$ cat src/rtl/wb_result_stage_if.sv
// Bundle between the writeback result stage and its neighbours: upstream issue,
// data-memory read response, and the register-file write port.
interface wb_result_stage_if #(
    parameter int NSRC = 4
);
    localparam int SW = $clog2(NSRC);

    // Upstream handshake: an instruction transfers on a rising edge where
    // valid_i && ready_o; while ready_o is low upstream holds valid_i and its fields.
    logic               valid_i;
    logic               ready_o;
    logic [NSRC*32-1:0] src_i;
    logic [SW-1:0]      ResultSrc_i;
    logic               RegWrite_i;
    logic [4:0]         Rd_i;
    logic [2:0]         Funct3_i;
    logic [1:0]         AddrLsb_i;
    logic               MemRvalid_i;
    logic [31:0]        MemRdata_i;
    logic               Valid_o;
    logic [31:0]        Result_o;
    logic [4:0]         Rd_o;
    logic               RegWrite_o;
    logic               MemTimeout_o;
    logic               dbg_state;

    modport slave (
        input  valid_i, src_i, ResultSrc_i, RegWrite_i, Rd_i, Funct3_i, AddrLsb_i,
        input  MemRvalid_i, MemRdata_i,
        output ready_o, Valid_o, Result_o, Rd_o, RegWrite_o, MemTimeout_o, dbg_state
    );

    modport master (
        output valid_i, src_i, ResultSrc_i, RegWrite_i, Rd_i, Funct3_i, AddrLsb_i,
        output MemRvalid_i, MemRdata_i,
        input  ready_o, Valid_o, Result_o, Rd_o, RegWrite_o, MemTimeout_o, dbg_state
    );
endinterface

$ cat src/rtl/wb_result_stage.sv
// Writeback result selector: picks one of NSRC sources or an aligned load word,
// waits (bounded) for late memory responses and registers the regfile write.
module wb_result_stage #(
    parameter int NSRC     = 4,
    parameter int MEM_SRC  = 1,
    parameter int MAX_WAIT = 15,
    parameter int CNT_W    = 4
) (
    input  logic          clk_i,
    input  logic          rst_ni,
    wb_result_stage_if.slave bus
);
    localparam int SW = $clog2(NSRC);

    typedef enum logic {IDLE = 1'b0, WAIT_MEM = 1'b1} state_t;

    state_t           state, state_d;
    logic [CNT_W-1:0] cnt, cnt_d;
    logic [4:0]       cap_rd, cap_rd_d;
    logic [2:0]       cap_f3, cap_f3_d;
    logic [1:0]       cap_lsb, cap_lsb_d;
    logic             cap_we, cap_we_d;
    logic             valid_q, valid_d;
    logic [31:0]      result_q, result_d;
    logic [4:0]       rd_q, rd_d;
    logic             we_q, we_d;
    logic             tmo_q, tmo_d;
    logic [31:0]      src_word;
    logic             is_load;

    function automatic logic [31:0] align_load(input logic [31:0] w, input logic [2:0] f3,
                                               input logic [1:0] lsb);
        logic [31:0] b;
        logic [15:0] h;
        b = w >> {lsb, 3'b000};
        h = lsb[1] ? w[31:16] : w[15:0];
        case (f3)
            3'b000:  align_load = {{24{b[7]}}, b[7:0]};
            3'b001:  align_load = {{16{h[15]}}, h};
            3'b100:  align_load = {24'h0, b[7:0]};
            3'b101:  align_load = {16'h0, h};
            default: align_load = w;
        endcase
    endfunction

    // Out-of-range selects fall back to source 0.
    always_comb begin
        src_word = bus.src_i[31:0];
        for (int k = 1; k < NSRC; k++) begin
            if (bus.ResultSrc_i == SW'(k)) src_word = bus.src_i[32*k +: 32];
        end
    end

    assign is_load = (int'(bus.ResultSrc_i) == MEM_SRC);

    always_comb begin
        state_d   = state;
        cnt_d     = cnt;
        cap_rd_d  = cap_rd;
        cap_f3_d  = cap_f3;
        cap_lsb_d = cap_lsb;
        cap_we_d  = cap_we;
        valid_d   = 1'b0;
        we_d      = 1'b0;
        result_d  = result_q;
        rd_d      = rd_q;
        tmo_d     = tmo_q;
        case (state)
            IDLE: begin
                if (bus.valid_i) begin
                    if (!is_load || bus.MemRvalid_i) begin
                        valid_d  = 1'b1;
                        rd_d     = bus.Rd_i;
                        we_d     = bus.RegWrite_i && (bus.Rd_i != 5'd0);
                        result_d = is_load ? align_load(bus.MemRdata_i, bus.Funct3_i, bus.AddrLsb_i)
                                           : src_word;
                    end else begin
                        state_d   = WAIT_MEM;
                        cnt_d     = '0;
                        cap_rd_d  = bus.Rd_i;
                        cap_f3_d  = bus.Funct3_i;
                        cap_lsb_d = bus.AddrLsb_i;
                        cap_we_d  = bus.RegWrite_i;
                    end
                end
            end
            WAIT_MEM: begin
                if (bus.MemRvalid_i) begin
                    state_d  = IDLE;
                    valid_d  = 1'b1;
                    rd_d     = cap_rd;
                    we_d     = cap_we && (cap_rd != 5'd0);
                    result_d = align_load(bus.MemRdata_i, cap_f3, cap_lsb);
                end else if (cnt == CNT_W'(MAX_WAIT)) begin
                    // Retire as a non-writing bubble so the pipeline keeps moving.
                    state_d  = IDLE;
                    valid_d  = 1'b1;
                    rd_d     = cap_rd;
                    result_d = 32'h0;
                    tmo_d    = 1'b1;
                end else begin
                    cnt_d = cnt + 1'b1;
                end
            end
            default: state_d = IDLE;
        endcase
    end

    always_ff @(posedge clk_i) begin
        if (!rst_ni) begin
            state    <= IDLE;
            cnt      <= '0;
            cap_rd   <= '0;
            cap_f3   <= '0;
            cap_lsb  <= '0;
            cap_we   <= 1'b0;
            valid_q  <= 1'b0;
            result_q <= '0;
            rd_q     <= '0;
            we_q     <= 1'b0;
            tmo_q    <= 1'b0;
        end else begin
            state    <= state_d;
            cnt      <= cnt_d;
            cap_rd   <= cap_rd_d;
            cap_f3   <= cap_f3_d;
            cap_lsb  <= cap_lsb_d;
            cap_we   <= cap_we_d;
            valid_q  <= valid_d;
            result_q <= result_d;
            rd_q     <= rd_d;
            we_q     <= we_d;
            tmo_q    <= tmo_d;
        end
    end

    assign bus.ready_o      = (state == IDLE);
    assign bus.Valid_o      = valid_q;
    assign bus.Result_o     = result_q;
    assign bus.Rd_o         = rd_q;
    assign bus.RegWrite_o   = we_q;
    assign bus.MemTimeout_o = tmo_q;
    assign bus.dbg_state    = state;
endmodule

$ cat src/flat_wrapper.sv
// flat-port wrapper written by rule: the top's interface ports become plain ports
module wb_result_stage_flat 
#(
    parameter int NSRC     = 4,
    parameter int MEM_SRC  = 1,
    parameter int MAX_WAIT = 15,
    parameter int CNT_W    = 4
)
  (clk_i, rst_ni, bus_valid_i, bus_src_i, bus_ResultSrc_i, bus_RegWrite_i, bus_Rd_i, bus_Funct3_i, bus_AddrLsb_i, bus_MemRvalid_i, bus_MemRdata_i, bus_ready_o, bus_Valid_o, bus_Result_o, bus_Rd_o, bus_RegWrite_o, bus_MemTimeout_o, bus_dbg_state);
  wb_result_stage_if #(.NSRC(NSRC)) bus_i ();
  input  logic clk_i;
  input  logic rst_ni;
  input wire logic [$bits(bus_i.valid_i)-1:0] bus_valid_i;
  input wire logic [$bits(bus_i.src_i)-1:0] bus_src_i;
  input wire logic [$bits(bus_i.ResultSrc_i)-1:0] bus_ResultSrc_i;
  input wire logic [$bits(bus_i.RegWrite_i)-1:0] bus_RegWrite_i;
  input wire logic [$bits(bus_i.Rd_i)-1:0] bus_Rd_i;
  input wire logic [$bits(bus_i.Funct3_i)-1:0] bus_Funct3_i;
  input wire logic [$bits(bus_i.AddrLsb_i)-1:0] bus_AddrLsb_i;
  input wire logic [$bits(bus_i.MemRvalid_i)-1:0] bus_MemRvalid_i;
  input wire logic [$bits(bus_i.MemRdata_i)-1:0] bus_MemRdata_i;
  output wire logic [$bits(bus_i.ready_o)-1:0] bus_ready_o;
  output wire logic [$bits(bus_i.Valid_o)-1:0] bus_Valid_o;
  output wire logic [$bits(bus_i.Result_o)-1:0] bus_Result_o;
  output wire logic [$bits(bus_i.Rd_o)-1:0] bus_Rd_o;
  output wire logic [$bits(bus_i.RegWrite_o)-1:0] bus_RegWrite_o;
  output wire logic [$bits(bus_i.MemTimeout_o)-1:0] bus_MemTimeout_o;
  output wire logic [$bits(bus_i.dbg_state)-1:0] bus_dbg_state;
  assign bus_i.valid_i = bus_valid_i;
  assign bus_i.src_i = bus_src_i;
  assign bus_i.ResultSrc_i = bus_ResultSrc_i;
  assign bus_i.RegWrite_i = bus_RegWrite_i;
  assign bus_i.Rd_i = bus_Rd_i;
  assign bus_i.Funct3_i = bus_Funct3_i;
  assign bus_i.AddrLsb_i = bus_AddrLsb_i;
  assign bus_i.MemRvalid_i = bus_MemRvalid_i;
  assign bus_i.MemRdata_i = bus_MemRdata_i;
  assign bus_ready_o = bus_i.ready_o;
  assign bus_Valid_o = bus_i.Valid_o;
  assign bus_Result_o = bus_i.Result_o;
  assign bus_Rd_o = bus_i.Rd_o;
  assign bus_RegWrite_o = bus_i.RegWrite_o;
  assign bus_MemTimeout_o = bus_i.MemTimeout_o;
  assign bus_dbg_state = bus_i.dbg_state;
  wb_result_stage #(.NSRC(NSRC), .MEM_SRC(MEM_SRC), .MAX_WAIT(MAX_WAIT), .CNT_W(CNT_W)) u_core (.clk_i(clk_i), .rst_ni(rst_ni), .bus(bus_i));
endmodule
$ cat config.mk
export PLATFORM = sky130hd
export DESIGN_NAME = wb_result_stage_flat
export DESIGN_NICKNAME = d
export VERILOG_FILES = /design/src/rtl/wb_result_stage_if.sv /design/src/rtl/wb_result_stage.sv /design/src/flat_wrapper.sv
export SDC_FILE = /design/constraint.sdc
export NUM_CORES = 1
export LEC_CHECK = 0
export ABC_AREA = 1
export BUFFER_PORTS_ARGS = -buffer_cell sky130_fd_sc_hd__buf_2
export CORE_MARGIN = 3
export CORE_UTILIZATION = 48
export DETAILED_ROUTE_END_ITERATION = 16
export MAX_ROUTING_LAYER = met4
export PLACE_DENSITY = 0.82
export REMOVE_ABC_BUFFERS = 1
export SLEW_MARGIN = 10
export SYNTH_ARGS = -nofsm -noshare
export SYNTH_HDL_FRONTEND = slang
export SYNTH_SLANG_ARGS = --single-unit
$ cat constraint.sdc
create_clock -name clk_i -period 1.6 [get_ports clk_i]
set_input_delay 0.4 -clock clk_i [delete_from_list [all_inputs] [get_ports clk_i]]
set_output_delay 0.4 -clock clk_i [all_outputs]
set_load 0.05 [all_outputs]
Yosys cells after proc, flatten, opt, wreduce, memory -nomap -nowiden
Index checks and enable logic that the tools add are counted.
{"block": "totals", "ff_bits": 56, "out_inout_bits": 42}
{"block": "classes", "mux": 37, "n_eq_ne": 17, "n_reduce_logical": 12, "bitwise": 3, "add_sub_neg": 1, "n_shift": 2}
{"op": "two-way mux 32 bit", "count": 8}
{"op": "case mux 32 bit (4 select lines)", "count": 2}
{"op": "case mux 32 bit (2 select lines)", "count": 1}
{"op": "right shift 32 x 5 -> 8 bit", "count": 2}
{"op": "two-way mux 16 bit", "count": 2}
{"op": "two-way mux 5 bit", "count": 4}
{"op": "two-way mux 4 bit", "count": 4}
{"op": "equality test 3 bit, second input constant", "count": 4}
{"op": "two-way mux 1 bit", "count": 11}
{"op": "case mux 5 bit (2 select lines)", "count": 1}
{"op": "nonzero test 5 bit", "count": 2}
{"op": "AND reduction 3 bit", "count": 3}
{"op": "inequality test 2 bit, second input constant", "count": 4}
{"op": "case mux 4 bit (2 select lines)", "count": 1}
{"op": "equality test 2 bit, second input constant", "count": 3}
{"op": "equality test 3 x 1 -> 1 bit, second input constant", "count": 2}
{"op": "zero test 3 bit", "count": 2}
{"op": "case mux 1 bit (2 select lines)", "count": 3}
{"op": "adder 4 x 1 -> 4 bit, second input constant", "count": 1}
{"op": "equality test 4 bit, second input constant", "count": 1}
{"op": "AND reduction 4 bit", "count": 1}
{"op": "inequality test 3 bit, second input constant", "count": 1}
{"op": "NOT 1 bit", "count": 3}
{"op": "equality test 2 x 1 -> 1 bit, second input constant", "count": 1}
{"op": "4 further kinds", "count": 5}

Logic depth before layout (Yosys ltp)
{"block": "depth", "depth_word": 8, "mapped_depth": 11}

Worst setup path after synthesis
Ideal clock, no wire load.
{"block": "synth_timing", "kind": "flip-flop to flip-flop", "startpoint": "register u_core.state (netlist: u_core.bus.dbg_state)", "endpoint": "register u_core.result_q[24] (netlist: u_core.bus.Result_o[24])", "synth_period_minus_slack_ps": 1754, "n_path_buf": 1, "setup_time_ps": 109, "path_stages_with_launch": 9, "t_arrival_ps": 1645, "path_slack_ps": -154, "required_ps": 1491, "path_cell_list": "dfxtp_1 nand2_1 inv_1 nor2_1 nand2_2 buf_1 nand3_1 nand2_1 inv_1"}
{"block": "synth_between", "elab_chain_cells": 3, "word_cells_on_any_way": 6, "cone_classes": "eq/ne (3); mux (1); bitwise (1); reduce/logical (1)"}
{"item": "from (decl)", "line": "wb_result_stage.sv:17", "rtl": "state_t state, state_d;"}
{"item": "from (signal assigned)", "line": "wb_result_stage.sv:123", "rtl": "state <= state_d;"}
{"item": "NOT 1 bit (no source line)"}
{"item": "inequality test 2 x 1 -> 1 bit (no source line) / inequality test 2 bit (equally long branches)"}
{"item": "AND reduction 3 bit (no source line)"}
{"item": "to (signal assigned)", "line": "wb_result_stage.sv:130", "rtl": "result_q <= result_d;"}
{"item": "to (decl)", "line": "wb_result_stage.sv:24", "rtl": "logic [31:0] result_q, result_d;"}
Several ways; a longest one is shown, not always the timed one.
A chain may end at the register's enable or synchronous reset.

Worst setup path in the final report
{"block": "layout_timing", "startpoint": "register u_core.state (netlist: u_core.bus.dbg_state)", "endpoint": "output bus_ready_o"}
{"block": "layout_between", "elab_chain_cells": 1}
{"item": "NOT 1 bit (no source line)"}
{"item": "to (decl)", "line": "flat_wrapper.sv:22", "rtl": "output wire logic [$bits(bus_i.ready_o)-1:0] bus_ready_o;"}
Every way passes these cells.

==> results_dict.tcl <==
set metrics [dict create \
    status "complete, no violations" \
    overflow 0 \
    drt-total-wl_um 18350 \
    antenna_found_initial 0 \
    start_util_pct 50.78 \
    setup_violations 0 \
    cp.buffers_inverters 3 \
    syn_area_per_cell_sq_um 5.605 \
    detail-route-antenna-nets 0 \
    r2r_cells 9 \
    crit_path_cell_trace "inv_2 > buf_8 > buf_6" \
    cts_tree "done" \
    first_global_vias 5957 \
    timing.fmax_mhz 629.1 \
    die_x_um 106.0 \
    critPathMaxFanout 18 \
    dp_slack_ps -101.9 \
    grt_usage_pct 31.30 \
    via_per_inst 5.481 \
    fin_crit_ps 1590 \
    syn-cell-area_sq_um 4803 \
    finalNonFillerCells 1207 \
    h-tree-depth 2 \
    cp-end-kind "primary output" \
    cts.reportedPaths.clkPinSlew_ps 110 \
    yosysSeqAreaShare_pct 23.34 \
    ir_worst_vdd_v 0.0003883 \
    num_antenna_cells 0 \
    startpoint "u_core.bus.dbg_state" \
    fin_skew_ps 15.65 \
    die_h_um 106.0 \
    dieArea_sq_um 11240 \
    drt_iter0_drc 603 \
    fin_crit_sh_pct 99.35 \
    worst_hold_path_type "primary input to register" \
    cap_violations 0 \
    row_count 35 \
    hold_buffers 0 \
    reg2reg_to "u_core.bus.Result_o[7]" \
    nets 1255 \
    cts_buffers 5 \
    wl_per_cell_um 15.20 \
    leakagePower_nw 3.573 \
    cts.sinks 56 \
    drv_slew 0 \
    gp_congestion 0.9638 \
    grt_pass1_wl_um 28120 \
    powerDensity_nw_per_um2 628.6 \
    cp.arrival_ps 1190 \
    grt_max_degree 33 \
    fin_setup_tns_ps 0 \
    clk_latency_ps 330 \
    synth_seq_cells 56 \
    drt_first_pass_iters 6 \
    vias 6616 \
    dp_hpwl_um 13420 \
    required_ps 1200 \
    worst_slack_ps 10.46 \
    portBuffers 189 \
    ios 219 \
    dp.cells 1192 \
    postLayoutCoreUtil_pct 70.95 \
    syn_inst 857 \
    drive_above_1_share_pct 29.68 \
    relSlewSlack_pct 71.74 \
    reg2reg_from "u_core.cnt[1]" \
    rrSetupSlack_ps 50 \
    cp.depth 3 \
    core_area_sq_um 9459 \
    worst_slew_pin_slew_ps 423.5 \
    critPathMaxStageDelay_ps 400 \
    clockRootBuffer "clkbuf_8" \
    syn_to_final_growth_pct 39.72 \
    final_hold_viol_count 0 \
    setup.worst_path.end "bus_ready_o" \
    crit_slowest_cell "dfxtp_4" \
    criticalPathCategory "register to primary output" \
    clk_path_buf_depth 2 \
    setup.worst_path.start_class "register" \
    synth_cell_types 31 \
    yosysWarnings 0 \
    route.detailed.drc 0 \
    rsz0062_at_grt "yes" \
    critical_path.top_delay_family "buffers and inverters" \
]
[synthesized netlist by cell type (all sizes together)]
| cell type | instances | share of area (%) |
|---|---|---|
| nand4 | 4 | 0.52 |
| and3 | 2 | 0.26 |
| clkbuf | 30 | 2.3 |
| o21ai | 96 | 10 |
| nand3 | 84 | 8.9 |
| a31oi | 5 | 0.65 |
| dfxtp | 56 | 23 |
| nor3 | 6 | 0.63 |
| o211a | 1 | 0.21 |
| ha | 1 | 0.26 |
| nor2 | 58 | 5.0 |
| or2 | 43 | 5.6 |
| o211ai | 18 | 2.8 |
| inv | 104 | 8.1 |
| a22oi | 3 | 0.47 |
| a21oi | 106 | 11 |
| o22ai | 1 | 0.13 |
| clkinv | 1 | 0.078 |
| buf | 22 | 2.3 |
| nand3b | 1 | 0.16 |
| nand2 | 212 | 17 |
| o221ai | 3 | 0.55 |
[flip-flops by register name, summed over array words and instances (netlist names)]
name and cells:
u_core.bus.dbg_state 1, u_core.cap_lsb 2, u_core.cnt 4, u_core.cap_we 1
u_core.cap_rd 5, u_core.bus.Rd_o 5, u_core.bus.Valid_o 1, u_core.bus.Result_o 32
u_core.bus.RegWrite_o 1, u_core.bus.MemTimeout_o 1, u_core.cap_f3 3
[cell families (layout without fill, tap and decap cells)]
group / after synthesis / after routing / share of synthesized area [%]
and+or+nand+nor: 410 / 411 / 37.69
AOI/OAI and AO/OA: 233 / 233 / 25.87
buffers and inverters: 157 / 377 / 12.84
DFF: 56 / 56 / 23.34
adders and majority gates: 1 / 1 / 0.2604
[cell type report]
class	count	area, sq um
fill	911	2748
clock buffer	5	68.82
tap	129	161.4
timing repair buffer	264	1789
inverter	105	401.6
sequential	56	1129
clock inverter	3	21.27
multi-input combinational	645	3141
[timing repair]
item	CTS	global route
resized for setup	16	17
setup buffers	0	1
setup endpoints to repair	10	36
pin swaps	1	4
gates cloned	1	5
[how the worst min path moves through the flow]
stage / cells past startpoint / endpoint / from / slack (ps)
floorplan: 2 / u_core.cap_rd[3] / u_core.cap_rd[3] / 440
finish: 3 / u_core.cap_rd[4] / bus_Rd_i[4] / 350
global route: 3 / u_core.cap_rd[4] / bus_Rd_i[4] / 340
global placement: 2 / u_core.bus.MemTimeout_o / u_core.bus.MemTimeout_o / 460
detailed placement: 2 / u_core.bus.MemTimeout_o / u_core.bus.MemTimeout_o / 460
CTS: 3 / u_core.cap_rd[4] / bus_Rd_i[4] / 340
[routing by layer]
layer,GRT usage [%],up-vias,share of wire (%)
li1,-,3247,-
met1,38.91,2922,40
met2,51.41,394,47
met3,4.918,53,10
met4,11.75,0,2.8
met5,-,-,0
[worst min-delay path, delay by kind of cell]
family | cells | cell delay (ps)
compound gates | 1 | 60
buf+inv | 2 | 170
[layout by cell type (no fill, tap or decap), types with 13 or more instances in the layout]
cell type / count
or2_1: 18
or2_2: 22
buf_12: 13
dfxtp_1: 52
nor2_1: 52
inv_1: 96
buf_2: 187
o21ai_0: 73
o211ai_1: 18
nand2_1: 210
a21oi_1: 105
nand3_1: 82
o21ai_1: 22
buf_4: 55
[report_power, final]
part,leakage [nW],switching (mW),internal [mW]
Sequential,0.464,0.0535,1.49
Combinational,3.06,1.11,0.704
Clock,0.0445,0.542,0.314
Total,3.57,1.71,2.51
[through the flow]
step	power (mW)	instance area [sq um]	hold WS (ps)
2_1_floorplan	2.554	4581	443.5
3_3_place_gp	3.259	6369	456.3
3_5_place_dp	3.279	6369	460.1
4_1_cts	4.129	6533	340.6
5_1_grt	4.428	6711	343.9
6_report	4.219	6711	348.1
(Power assumes the default switching activity.)
